File: src/rtl/axi_rr_arbiter.sv
// N-master to 1-slave AXI4-subset arbiter with independent round-robin
// read and write paths. Bursts pass through untouched; the grant is held
// until rlast (read) or the B handshake (write).
// Ports: clk/reset; m_* per-master AXI channels, master 0 in the LSB slice;
// s_* single slave port; rd_busy/wr_busy and rd_gnt/wr_gnt show grant state.
module axi_rr_arbiter #(
   parameter int NUM_MASTERS = 2,
   parameter int ADDR_W      = 32,
   parameter int DATA_W      = 32,
   parameter int GNT_W       = $clog2(NUM_MASTERS)
) (
   input  logic                            clk,
   input  logic                            reset,
   input  logic [NUM_MASTERS-1:0]          m_arvalid,
   output logic [NUM_MASTERS-1:0]          m_arready,
   input  logic [NUM_MASTERS*ADDR_W-1:0]   m_araddr,
   input  logic [NUM_MASTERS*8-1:0]        m_arlen,
   input  logic [NUM_MASTERS*3-1:0]        m_arsize,
   output logic [NUM_MASTERS-1:0]          m_rvalid,
   input  logic [NUM_MASTERS-1:0]          m_rready,
   output logic [NUM_MASTERS*DATA_W-1:0]   m_rdata,
   output logic [NUM_MASTERS*2-1:0]        m_rresp,
   output logic [NUM_MASTERS-1:0]          m_rlast,
   input  logic [NUM_MASTERS-1:0]          m_awvalid,
   output logic [NUM_MASTERS-1:0]          m_awready,
   input  logic [NUM_MASTERS*ADDR_W-1:0]   m_awaddr,
   input  logic [NUM_MASTERS*8-1:0]        m_awlen,
   input  logic [NUM_MASTERS*3-1:0]        m_awsize,
   input  logic [NUM_MASTERS-1:0]          m_wvalid,
   output logic [NUM_MASTERS-1:0]          m_wready,
   input  logic [NUM_MASTERS*DATA_W-1:0]   m_wdata,
   input  logic [NUM_MASTERS*DATA_W/8-1:0] m_wstrb,
   input  logic [NUM_MASTERS-1:0]          m_wlast,
   output logic [NUM_MASTERS-1:0]          m_bvalid,
   input  logic [NUM_MASTERS-1:0]          m_bready,
   output logic [NUM_MASTERS*2-1:0]        m_bresp,
   output logic                            s_arvalid,
   input  logic                            s_arready,
   output logic [ADDR_W-1:0]               s_araddr,
   output logic [7:0]                      s_arlen,
   output logic [2:0]                      s_arsize,
   input  logic                            s_rvalid,
   output logic                            s_rready,
   input  logic [DATA_W-1:0]               s_rdata,
   input  logic [1:0]                      s_rresp,
   input  logic                            s_rlast,
   output logic                            s_awvalid,
   input  logic                            s_awready,
   output logic [ADDR_W-1:0]               s_awaddr,
   output logic [7:0]                      s_awlen,
   output logic [2:0]                      s_awsize,
   output logic                            s_wvalid,
   input  logic                            s_wready,
   output logic [DATA_W-1:0]               s_wdata,
   output logic [DATA_W/8-1:0]             s_wstrb,
   output logic                            s_wlast,
   input  logic                            s_bvalid,
   output logic                            s_bready,
   input  logic [1:0]                      s_bresp,
   output logic                            rd_busy,
   output logic                            wr_busy,
   output logic [GNT_W-1:0]                rd_gnt,
   output logic [GNT_W-1:0]                wr_gnt
);
   localparam int STRB_W = DATA_W / 8;

   typedef enum logic [1:0] {R_IDLE, R_ADDR, R_DATA} r_state_t;
   typedef enum logic [1:0] {W_IDLE, W_XFER, W_RESP} w_state_t;

   // First requester at or above ptr, wrapping modulo NUM_MASTERS.
   function automatic logic [GNT_W-1:0] rr_pick(
      input logic [GNT_W-1:0]       ptr,
      input logic [NUM_MASTERS-1:0] req
   );
      logic [GNT_W-1:0] pick;
      logic [GNT_W-1:0] gi;
      logic             found;
      int               idx;
      pick  = ptr;
      found = 1'b0;
      for (int k = 0; k < NUM_MASTERS; k++) begin
         idx = (int'(ptr) + k) % NUM_MASTERS;
         gi  = GNT_W'(idx);
         if (!found && req[gi]) begin
            pick  = gi;
            found = 1'b1;
         end
      end
      return pick;
   endfunction

   function automatic logic [GNT_W-1:0] wrap_inc(input logic [GNT_W-1:0] g);
      return (int'(g) == NUM_MASTERS - 1) ? '0 : g + GNT_W'(1);
   endfunction

   r_state_t                  r_state, r_next;
   w_state_t                  w_state, w_next;
   logic [GNT_W-1:0]          rd_ptr, rd_gnt_q;
   logic [GNT_W-1:0]          wr_ptr, wr_gnt_q;
   logic [NUM_MASTERS*DATA_W-1:0] hold_q;
   logic                      aw_done, w_done;
   logic                      ar_hs, r_hs, aw_hs, w_last_hs, b_hs;
   logic                      aw_fin, w_fin;

   assign ar_hs     = s_arvalid & s_arready;
   assign r_hs      = s_rvalid & s_rready;
   assign aw_hs     = s_awvalid & s_awready;
   assign w_last_hs = s_wvalid & s_wready & s_wlast;
   assign b_hs      = s_bvalid & s_bready;
   // AW and W complete independently; either flag or a same-cycle handshake counts.
   assign aw_fin    = aw_done | aw_hs;
   assign w_fin     = w_done | w_last_hs;

   assign rd_busy = (r_state != R_IDLE);
   assign wr_busy = (w_state != W_IDLE);
   assign rd_gnt  = rd_gnt_q;
   assign wr_gnt  = wr_gnt_q;

   always_comb begin
      r_next = r_state;
      unique case (r_state)
         R_IDLE:  if (|m_arvalid) r_next = R_ADDR;
         R_ADDR:  if (ar_hs) r_next = R_DATA;
         R_DATA:  if (r_hs && s_rlast) r_next = R_IDLE;
         default: r_next = R_IDLE;
      endcase
   end

   always_comb begin
      w_next = w_state;
      unique case (w_state)
         W_IDLE:  if (|m_awvalid) w_next = W_XFER;
         W_XFER:  if (aw_fin && w_fin) w_next = W_RESP;
         W_RESP:  if (b_hs) w_next = W_IDLE;
         default: w_next = W_IDLE;
      endcase
   end

   always_ff @(posedge clk) begin
      if (reset) begin
         r_state  <= R_IDLE;
         rd_ptr   <= '0;
         rd_gnt_q <= '0;
         hold_q   <= '0;
      end else begin
         r_state <= r_next;
         if (r_state == R_IDLE && |m_arvalid)
            rd_gnt_q <= rr_pick(rd_ptr, m_arvalid);
         if (r_hs)
            hold_q[rd_gnt_q*DATA_W +: DATA_W] <= s_rdata;
         if (r_hs && s_rlast)
            rd_ptr <= wrap_inc(rd_gnt_q);
      end
   end

   always_ff @(posedge clk) begin
      if (reset) begin
         w_state  <= W_IDLE;
         wr_ptr   <= '0;
         wr_gnt_q <= '0;
         aw_done  <= 1'b0;
         w_done   <= 1'b0;
      end else begin
         w_state <= w_next;
         if (w_state == W_IDLE && |m_awvalid)
            wr_gnt_q <= rr_pick(wr_ptr, m_awvalid);
         aw_done <= (w_state == W_XFER) && (w_next == W_XFER) && aw_fin;
         w_done  <= (w_state == W_XFER) && (w_next == W_XFER) && w_fin;
         if (b_hs)
            wr_ptr <= wrap_inc(wr_gnt_q);
      end
   end

   always_comb begin
      s_arvalid = 1'b0;
      s_araddr  = '0;
      s_arlen   = '0;
      s_arsize  = '0;
      s_rready  = 1'b0;
      m_arready = '0;
      m_rvalid  = '0;
      m_rresp   = '0;
      m_rlast   = '0;
      m_rdata   = hold_q;
      if (r_state == R_ADDR) begin
         s_arvalid           = m_arvalid[rd_gnt_q];
         s_araddr            = m_araddr[rd_gnt_q*ADDR_W +: ADDR_W];
         s_arlen             = m_arlen[rd_gnt_q*8 +: 8];
         s_arsize            = m_arsize[rd_gnt_q*3 +: 3];
         m_arready[rd_gnt_q] = s_arready;
      end
      if (r_state == R_DATA) begin
         s_rready                 = m_rready[rd_gnt_q];
         m_rvalid[rd_gnt_q]       = s_rvalid;
         m_rlast[rd_gnt_q]        = s_rvalid & s_rlast;
         m_rresp[rd_gnt_q*2 +: 2] = s_rresp;
         // Live beat bypasses the hold register.
         if (s_rvalid)
            m_rdata[rd_gnt_q*DATA_W +: DATA_W] = s_rdata;
      end
   end

   always_comb begin
      s_awvalid = 1'b0;
      s_awaddr  = '0;
      s_awlen   = '0;
      s_awsize  = '0;
      s_wvalid  = 1'b0;
      s_wdata   = '0;
      s_wstrb   = '0;
      s_wlast   = 1'b0;
      s_bready  = 1'b0;
      m_awready = '0;
      m_wready  = '0;
      m_bvalid  = '0;
      m_bresp   = '0;
      if (w_state == W_XFER) begin
         s_awvalid           = m_awvalid[wr_gnt_q] & ~aw_done;
         s_awaddr            = m_awaddr[wr_gnt_q*ADDR_W +: ADDR_W];
         s_awlen             = m_awlen[wr_gnt_q*8 +: 8];
         s_awsize            = m_awsize[wr_gnt_q*3 +: 3];
         m_awready[wr_gnt_q] = s_awready & ~aw_done;
         s_wvalid            = m_wvalid[wr_gnt_q] & ~w_done;
         s_wdata             = m_wdata[wr_gnt_q*DATA_W +: DATA_W];
         s_wstrb             = m_wstrb[wr_gnt_q*STRB_W +: STRB_W];
         s_wlast             = m_wlast[wr_gnt_q];
         m_wready[wr_gnt_q]  = s_wready & ~w_done;
      end
      if (w_state == W_RESP) begin
         s_bready                 = m_bready[wr_gnt_q];
         m_bvalid[wr_gnt_q]       = s_bvalid;
         m_bresp[wr_gnt_q*2 +: 2] = s_bresp;
      end
   end

endmodule
File: config.mk
export PLATFORM = sky130hd
export DESIGN_NAME = axi_rr_arbiter
export DESIGN_NICKNAME = d
export VERILOG_FILES = /design/src/rtl/axi_rr_arbiter.sv
export SDC_FILE = /design/constraint.sdc
export NUM_CORES = 1
export LEC_CHECK = 0
export BUFFER_PORTS_ARGS = -buffer_cell sky130_fd_sc_hd__buf_2
export CORE_AREA = 2 2 198 200
export DETAILED_ROUTE_END_ITERATION = 8
export DIE_AREA = 0 0 200 202
export PLACE_DENSITY = 0.43
export SLEW_MARGIN = 20
export SYNTH_ARGS = -nofsm -noshare
export SYNTH_HDL_FRONTEND = slang
export SYNTH_SLANG_ARGS = --single-unit
File: constraint.sdc
create_clock -name clk -period 2 [get_ports clk]
set_input_delay 0.3 -clock clk [delete_from_list [all_inputs] [get_ports clk]]
set_output_delay 0.3 -clock clk [all_outputs]
set_load 0.02 [all_outputs]
Word-level counts from Yosys, hierarchy flattened
Cells that the tools add are included.
{"block": "totals", "register_bits": 74, "out_inout_bits": 216, "elab_cells": 158}
{"block": "classes", "addsub": 7, "n_mul": 2, "n_lt_le_gt_ge": 8, "n_eq_ne": 8, "shift": 14, "muxes": 67, "bitwise": 23, "n_reduce_logical": 20}
{"cell": "variable part select 64 x 7 -> 32 bit", "n": 3}
{"cell": "two-way mux 64 bit", "n": 2}
{"cell": "two-way mux 32 bit", "n": 3}
{"cell": "negation 2 -> 34 bit", "n": 2}
{"cell": "variable shift 2 x 34 -> 4 bit, first input constant", "n": 2}
{"cell": "variable part select 2 x 34 -> 4 bit", "n": 2}
{"cell": "bitwise mux 64 bit", "n": 1}
{"cell": "variable shift 32 x 34 -> 64 bit, first input constant", "n": 1}
{"cell": "variable part select 32 x 34 -> 64 bit", "n": 1}
{"cell": "two-way mux 1 bit", "n": 38}
{"cell": "negation 6 -> 34 bit", "n": 1}
{"cell": "variable part select 16 x 5 -> 8 bit", "n": 2}
{"cell": "two-way mux 2 bit", "n": 12}
{"cell": "two-way mux 8 bit", "n": 2}
{"cell": "AND 2 bit", "n": 6}
{"cell": "less-than comparator 1 x 2 -> 1 bit, second input constant", "n": 6}
{"cell": "two-way mux 4 bit", "n": 3}
{"cell": "one-hot mux 2 bit (3 select lines)", "n": 2}
{"cell": "variable part select 6 x 4 -> 3 bit", "n": 2}
{"cell": "AND 1 bit", "n": 11}
{"cell": "logical AND 1 bit", "n": 11}
{"cell": "AND 4 bit", "n": 2}
{"cell": "variable part select 8 x 4 -> 4 bit", "n": 1}
{"cell": "== test 2 x 1 -> 1 bit, second input constant", "n": 3}
{"cell": "other kinds (14)", "n": 30}

Logic depth before layout (Yosys ltp)
Gate-level depths: netlist (run 1).
{"block": "depth", "word_depth": 13, "ltp_mapped": 6}

Least setup slack after synthesis (run 1)
OpenSTA, ideal clock, no wires.
{"block": "synth_timing", "kind": "register -> output", "startpoint": "register rd_gnt_q, in the netlist rd_gnt", "endpoint": "output m_rdata[23]", "arrival_ns": 1.620, "required_ns": 1.700, "setup_slack_ns": 0.080, "stages_incl_launch_ff": 5, "n_path_buf": 2, "path_cell_list": "dfxtp_1 > buf_2 > nor3_2 > buf_2 > mux2_2"}
{"block": "synth_via", "elab_chain_cells": 5, "elab_cells_between_ends": 6, "classes_between": "add/sub (1); shift (2); mux (3)"}
{"item": "start: declaration", "line_no": "98", "rtl": "logic [GNT_W-1:0] rd_ptr, rd_gnt_q;"}
{"item": "start signal: assignment", "line_no": "148", "rtl": "rd_gnt_q <= rr_pick(rd_ptr, m_arvalid);"}
{"item": "negation 6 -> 34 bit (*)", "line_no": "199", "rtl": "m_rdata[rd_gnt_q*DATA_W +: DATA_W] = s_rdata;"}
{"item": "variable part select 32 x 34 -> 64 bit or variable shift 32 x 34 -> 64 bit (tied branches)", "line_no": "199"}
{"item": "bitwise mux 64 bit (*)", "line_no": "199"}
{"item": "two-way mux 64 bit (*)", "line_no": "198", "rtl": "if (s_rvalid)"}
{"item": "two-way mux 64 bit (*)", "line_no": "192", "rtl": "if (r_state == R_DATA) begin"}
{"item": "end: declaration", "line_no": "21", "rtl": "output logic [NUM_MASTERS*DATA_W-1:0] m_rdata,"}
Mark *: on every way between the ends. The rest lies on a longest branch, timed or not.

Worst setup path after layout (run 1)
{"block": "layout_timing", "startpoint": "register r_state[0]", "endpoint": "output m_rdata[58]"}
{"block": "layout_via", "elab_chain_cells": 2}
{"item": "start: declaration", "line_no": "96", "rtl": "r_state_t r_state, r_next;"}
{"item": "start signal: assignment", "line_no": "146", "rtl": "r_state <= r_next;"}
{"item": "== test 2 bit", "line_no": "192"}
{"item": "two-way mux 64 bit", "line_no": "192"}
No other way between the ends.

==> results.ini, run 1 <==
[outcome]
outcome=finished, violations left
violations=negative setup slack

[worst_setup_path]
rrSetupSlack_ns=0.18
crit_arrival_ns=1.86
cp-start-kind=register
end_kind=output pin
cp.required_ns=1.70
crit_type=register to output pin
cp_max_fo=6

[route]
viasPerCell=3.98
wl_microns=31200
drc=0
firstDrtPassIters=4
drt-initial-drc-count=208
ant_nets=0
routedWlPerCell_microns=18.0
route.vias.total=6920

[clock_network]
cts_root_buf=clkbuf_16
htree_levels=3
clock_latency_ns=0.33
clockBufferDepth=2
ctsHoldBuffers=0
cts.reportedPaths.clkPinSlew_ns=0.06
cts_tree=done
clock-sinks=74
numCtsBuffers=9

[synthesis]
yosysMostFrequentCell=mux2i_1
async_flop_share_pct=0
synthTopCellsByArea=mux2i_1 (33%), dfxtp_1 (26%), mux2_2 (13%)
ys_seq_area_share_pct=25.9
postSynthAreaPerCell_sq_um=8.30
ys.flop_type=dfxtp_1
synthMuxAreaShare_pct=46.4
synth_seq_cells=74
synth_top_area_share_pct=33.2
ys.warnings.count=0
synth_area_sq_mm=0.00572
synth_edf_count=0
synth-simple-area-share_pct=20.3
syn_inst=690
synthXorXnorAreaFrac_pct=0
synth_fa_ha_area_share_pct=0
synth_commonest_cells=mux2i_1 (190), nor2_1 (135), nand2_1 (101)
yosysUniqueCellTypes=37
synth_top_cell_by_area=mux2i_1
synth-compound-area-share_pct=1.86
synth_top_family_by_area=multiplexers
syn-num-nets=990

[power]
leakage_nw=5.11
clockPowerShare_pct=33.6
power_switching_share_pct=34.9
p_switching_mw=1.71
p_int_mw=3.18
ir_worst_vdd_mv=0.346
power_density_mw_per_mm2=477
power_frac_comb_pct=35.6
pwr-share-seq_pct=30.8

[timing]
fin_ws_ns=-0.159
rsz0062_at_grt=true
finalMaxSlewViolations=0
setup_viol=64
hold_slack_ns=0.155
hold_viol=0
fin_tns_setup_ns=-6.30
min_period_ns=2.16
fin_worst_skew_ns=0.00879
max_slew_margin_pct=62.5
worst_slew_pin_slew_ns=0.562
fmax_ghz=0.463
post-route-period-util_pct=108

[layout]
layout.nets=1510
area_growth_pct=79.3
fin_cells=1737
layout-drive-gt1-share_pct=54.8
final_util_pct=26.8

[placed_design]
io_buffers=515
dp_slack_ns=0.0272
dpl.hpwl_microns=25100
dp.cells=1692
gp_congestion=0.878

[flow_run]
drv_cap=0

[grt]
grt_pass1_wl_microns=42200
grt_antenna_before_repair=11
grt_pass1_vias=6724
grt_max_degree=81
grt_usage_pct=14.0
grt-ovfl-total=0

[min_path]
hold_path.class=input port to register

[die]
dieArea_sq_mm=0.0404
rows=72
num_io_pins=516
die_w_microns=200
initial_core_util_pct=15.0
core_area_sq_mm=0.0383
die_h_microns=202

## critical path: stages (launching register included)
cell and delay (ns):
dfxtp_2 0.32, nand2b_4 0.13, or2_4 0.27, inv_8 0.08, buf_12 0.12, clkbuf_16 0.15, mux2_4 0.30, buf_6 0.13
## per-layer routing
layer	track usage (%)	share of wire [%]	up-vias	wire length [microns]
met3	3.80	6.7	28	2090
met5	0	0.18	-	57
li1	-	-	3405	-
met2	24.5	50	271	15500
met4	3.33	1.8	8	576
met1	16.8	42	3208	13000
## logic make-up after synthesis
logic type | Yosys count
AND/OR/NAND/NOR | 276
multiplexers | 257
flip-flops | 74
buffers and inverters | 68
AO/OA/AOI/OAI | 15
## through the flow
stage	instance area, sq um	power, mW
after floorplan	5720	2.37
after global placement	9000	3.15
after detailed placement	9000	3.16
after CTS	9570	4.90
after global routing	10300	5.16
final	10300	4.89
## cell type report
cell class                      instances  area [sq um]
Tap cell                              518           648
Clock buffer                            9           225
Antenna cell                            4          10.0
Multi-Input combinational cell        548          4170
Sequential cell                        74          1490
Inverter                               11          48.8
Fill cell                            4250         28000
Timing Repair Buffer                  566          3600
Clock inverter                          7          67.6
## power by group through the flow
stage          sequential (mW)  combinational [mW]  clock, mW
6_report                  1.51                1.74       1.64
4_1_cts                   1.51                1.66       1.74
2_1_floorplan             1.53               0.843          0
5_1_grt                   1.51                1.86       1.79
3_5_place_dp              1.54                1.62          0
3_3_place_gp              1.54                1.61          0
## placed cells by master, fill, tap and decap left out, types with 4 or more instances in the layout
| master | count |
|---|---|
| and3_1 | 5 |
| buf_12 | 9 |
| buf_2 | 467 |
| buf_4 | 24 |
| buf_6 | 54 |
| clkbuf_16 | 17 |
| dfxtp_1 | 70 |
| diode_2 | 4 |
| inv_1 | 9 |
| mux2_2 | 20 |
| mux2_4 | 47 |
| mux2i_1 | 188 |
| nand2_1 | 100 |
| nor2_1 | 135 |
| nor2b_1 | 5 |
| nor3_1 | 5 |
## flip-flops by register name (all words and copies together), names as in the netlist
| name | flops |
|---|---|
| rd_ptr | 1 |
| rd_gnt | 1 |
| aw_done | 1 |
| hold_q | 64 |
| r_state | 2 |
| w_state | 2 |
| wr_gnt | 1 |
| w_done | 1 |
| wr_ptr | 1 |
## worst paths after layout
path | from | to | depth (start not counted)
setup / recovery | r_state[0]$_SDFFE_PP0P_ | m_rdata[58] | 7
hold / removal | m_bready[1] | wr_ptr$_SDFFE_PP0P_ | 2
setup reg to reg | rd_gnt$_SDFFE_PP0P_ | hold_q[23]$_SDFFE_PP0P_ | 6
hold reg to reg | hold_q[8]$_SDFFE_PP0P_ | hold_q[8]$_SDFFE_PP0P_ | 2
## timing repair
action,4_1_cts,5_1_grt
gates resized for setup,57,115
pin swaps,0,2
setup buffers,5,11
setup endpoints to repair,120,79
cloned,1,9
Power figures use the tool's default switching activity.
==> run 2: changes to the inputs <==
--- a/config.mk
+++ b/config.mk
@@ -5,10 +5,11 @@
 export SDC_FILE = /design/constraint.sdc
 export NUM_CORES = 1
 export LEC_CHECK = 0
+export ABC_AREA = 1
 export BUFFER_PORTS_ARGS = -buffer_cell sky130_fd_sc_hd__buf_2
-export CORE_AREA = 2 2 198 200
+export CORE_AREA = 2 2 203 205
 export DETAILED_ROUTE_END_ITERATION = 8
-export DIE_AREA = 0 0 200 202
+export DIE_AREA = 0 0 205 207
 export PLACE_DENSITY = 0.43
 export SLEW_MARGIN = 20
 export SYNTH_ARGS = -nofsm -noshare
==> run 2 against run 1 <==
Highest routed layer unchanged; global-route usage grew 0.83 points; the flow still finishes with violations (negative setup slack); cell area grew 5.0%; setup slack gained 0.15 ns; via count grew 32%.
==> results.ini, run 2 <==
[outcome]
outcome=finished, violations left
violations=negative setup slack

[die]
num_io_pins=516  ; unchanged
dieArea_sq_mm=0.0424  ; +5.0%
die_w_microns=205  ; +2.5%
initial_core_util_pct=14.9  ; -0.040 points
die_h_microns=207  ; +2.5%
rows=74  ; +2.8%
core_area_sq_mm=0.0404  ; +5.4%

[grt]
grt_usage_pct=14.8  ; +0.83 points
grt_antenna_before_repair=10  ; -1
grt-ovfl-total=0  ; unchanged
grt_max_degree=73  ; -9.9%
grt_pass1_wl_microns=48200  ; +14%
grt_pass1_vias=8175  ; +22%

[synthesis]
synth_seq_cells=74  ; unchanged
syn_inst=1097  ; +59%
yosysMostFrequentCell=nand2_1
ys.warnings.count=0  ; unchanged
synth_commonest_cells=nand2_1 (407), a21oi_1 (196), o21ai_0 (140)
synthTopCellsByArea=nand2_1 (25%), dfxtp_1 (25%), a21oi_1 (16%)
ys.flop_type=dfxtp_1
synth_area_sq_mm=0.00602  ; +5.2%
synth_top_area_share_pct=25.4  ; -7.8 points
ys_seq_area_share_pct=24.6  ; -1.3 points
synth_edf_count=0  ; unchanged
synth_top_cell_by_area=nand2_1
syn-num-nets=1397  ; +41%
yosysUniqueCellTypes=22  ; -41%
async_flop_share_pct=0  ; unchanged
postSynthAreaPerCell_sq_um=5.49  ; -34%

[route]
firstDrtPassIters=5  ; +1
routedWlPerCell_microns=17.0  ; -5.4%
wl_microns=36500  ; +17%
drc=0  ; unchanged
drt-initial-drc-count=452  ; +120%
ant_nets=0  ; unchanged
viasPerCell=4.27  ; +7.3%
route.vias.total=9162  ; +32%

[clock_network]
cts_root_buf=clkbuf_16
clock-sinks=74  ; unchanged
clock_latency_ns=0.34  ; about the same
clockBufferDepth=2  ; unchanged
cts_tree=done
cts.reportedPaths.clkPinSlew_ns=0.06  ; about the same
numCtsBuffers=9  ; unchanged
htree_levels=3  ; unchanged

[worst_setup_path]
cp_cell_sequence=bufbuf_16 -> nor3_1 -> buf_2
crit_type=register to output pin
critical-path-top-delay-family=buffers and inverters
end_kind=output pin
cp_max_fo=38  ; +32
crit_slowest_cell=dfxtp_4
cp-start-kind=register
cp.required_ns=1.70  ; about the same
path_buf_inv=2  ; -2
max_stage_delay_ns=0.39  ; +0.07 ns
crit_arrival_ns=1.71  ; -0.15 ns

[timing]
fin_ws_ns=-0.00593  ; +0.153 ns
setup_viol=1  ; -98%
max_slew_margin_pct=74.1  ; +12 points
rsz0062_at_grt=true
worst_slew_pin_slew_ns=0.385  ; -0.177 ns
fin_tns_setup_ns=-0.00593  ; +6.30 ns
post-route-period-util_pct=100  ; -7.7 points
fin_worst_skew_ns=0.00620  ; -0.00259 ns
finalMaxSlewViolations=0  ; unchanged
hold_viol=0  ; unchanged
min_period_ns=2.01  ; -0.153 ns
fmax_ghz=0.499  ; +7.6%

[placed_design]
io_buffers=515  ; unchanged
dpl.hpwl_microns=25800  ; +2.7%
dp_slack_ns=-0.106  ; -0.133 ns
gp_congestion=0.862  ; -1.8%

[layout]
top_register=hold_q
fill_cells=4646  ; +9.3%
layout.nets=1905  ; +26%
final_cell_mix=buf_2 (463), nand2_1 (402), a21oi_1 (188)
largest_reg_flops=64  ; unchanged
area_growth_pct=79.0
layout_commonest_cell=buf_2
largestRegisters=hold_q x64, r_state x2, w_state x2
layout-drive-gt1-share_pct=43.0  ; -12 points

[power]
leakage_nw=5.34  ; +4.5%
power_density_mw_per_mm2=484  ; +1.5%
ir_worst_vdd_mv=0.354  ; +2.2%

[flow_run]
drv_cap=0  ; unchanged

[min_path]
hold_path.class=input port to register

## run 2: cell count changes in the layout (fill, tap and decap cells not counted), moves of 74 or more
cell and change:
a21oi_1 +186, inv_1 +74, mux2i_1 -188, nand2_1 +302, nor2_1 -120, o21ai_1 +86
## run 2: final timing paths
kind | cells past startpoint | startpoint | endpoint | slack, ns
hold reg to reg | 2 | rd_ptr$_SDFFE_PP0P_ | rd_ptr$_SDFFE_PP0P_ | 0.47
setup / recovery | 3 | wr_gnt$_SDFFE_PP0P_ | m_bresp[1] | -0.006
setup reg to reg | 9 | rd_gnt$_SDFFE_PP0P_ | hold_q[44]$_SDFFE_PP0P_ | 0.15
hold / removal | 3 | m_awvalid[1] | wr_gnt$_SDFFE_PP0P_ | 0.26
## run 2: logic make-up after synthesis
logic type      after synthesis  synth area share [%]
compound gates              395                  33.1
buf+inv                     183                  13.9
flops                        74                  24.6
simple gates                445                  28.4
## run 2: worst register-to-register path: cells and delay by family (launching register included)
| kind | cells | cell delay (ns) |
|---|---|---|
| compound gates | 3 | 0.45 |
| buf+inv | 4 | 0.65 |
| flops | 1 | 0.37 |
| simple gates | 2 | 0.26 |
## run 2: layout make-up
type	count	area [sq um]	area share, %
well taps	532	666	6.18
multi-input cells	840	4080	37.9
clock buffers	10	239	2.22
repair buffers	588	3830	35.5
diodes	2	5.00	0.0465
clock inverters	6	46.3	0.430
flip-flops and latches	74	1490	13.9
repair inverters	2	17.5	0.163
inverters	90	397	3.68
## run 2: through the flow
stage / hold slack [ns] / std cells / util, % / power, mW / cell area (sq um)
2_1_floorplan: 0.429 / 1097 / - / 2.48 / 6020
3_3_place_gp: 0.451 / 2083 / 22.6 / 3.28 / 9130
3_5_place_dp: 0.459 / 2083 / 22.6 / 3.28 / 9130
4_1_cts: 0.254 / 2105 / 24.0 / 5.02 / 9700
5_1_grt: 0.276 / 2143 / 26.7 / 5.51 / 10800
6_report: 0.265 / 2144 / 26.7 / 5.21 / 10800
## run 2: repair_timing
item,4_1_cts,5_1_grt
pin swaps,0,14
buffers inserted,2,21
resized for setup,82,199
hold buffers,0,0
cloned,4,16
endpoints found under the setup margin,155,108
## run 2: power by group
group,internal [mW],leakage [nW],switching [mW]
combinational,0.832,4.61,1.24
clock,0.885,0.132,0.738
sequential,1.50,0.600,0.0175
## run 2: per-layer routing
layer  track usage (%)  up-vias  routed length (microns)
met2              27.4      363                    18400
li1                  -     4600                        -
met5                 0        -                       26
met4              4.69        4                      843
met1              16.6     4147                    14600
met3              3.23       48                     2620
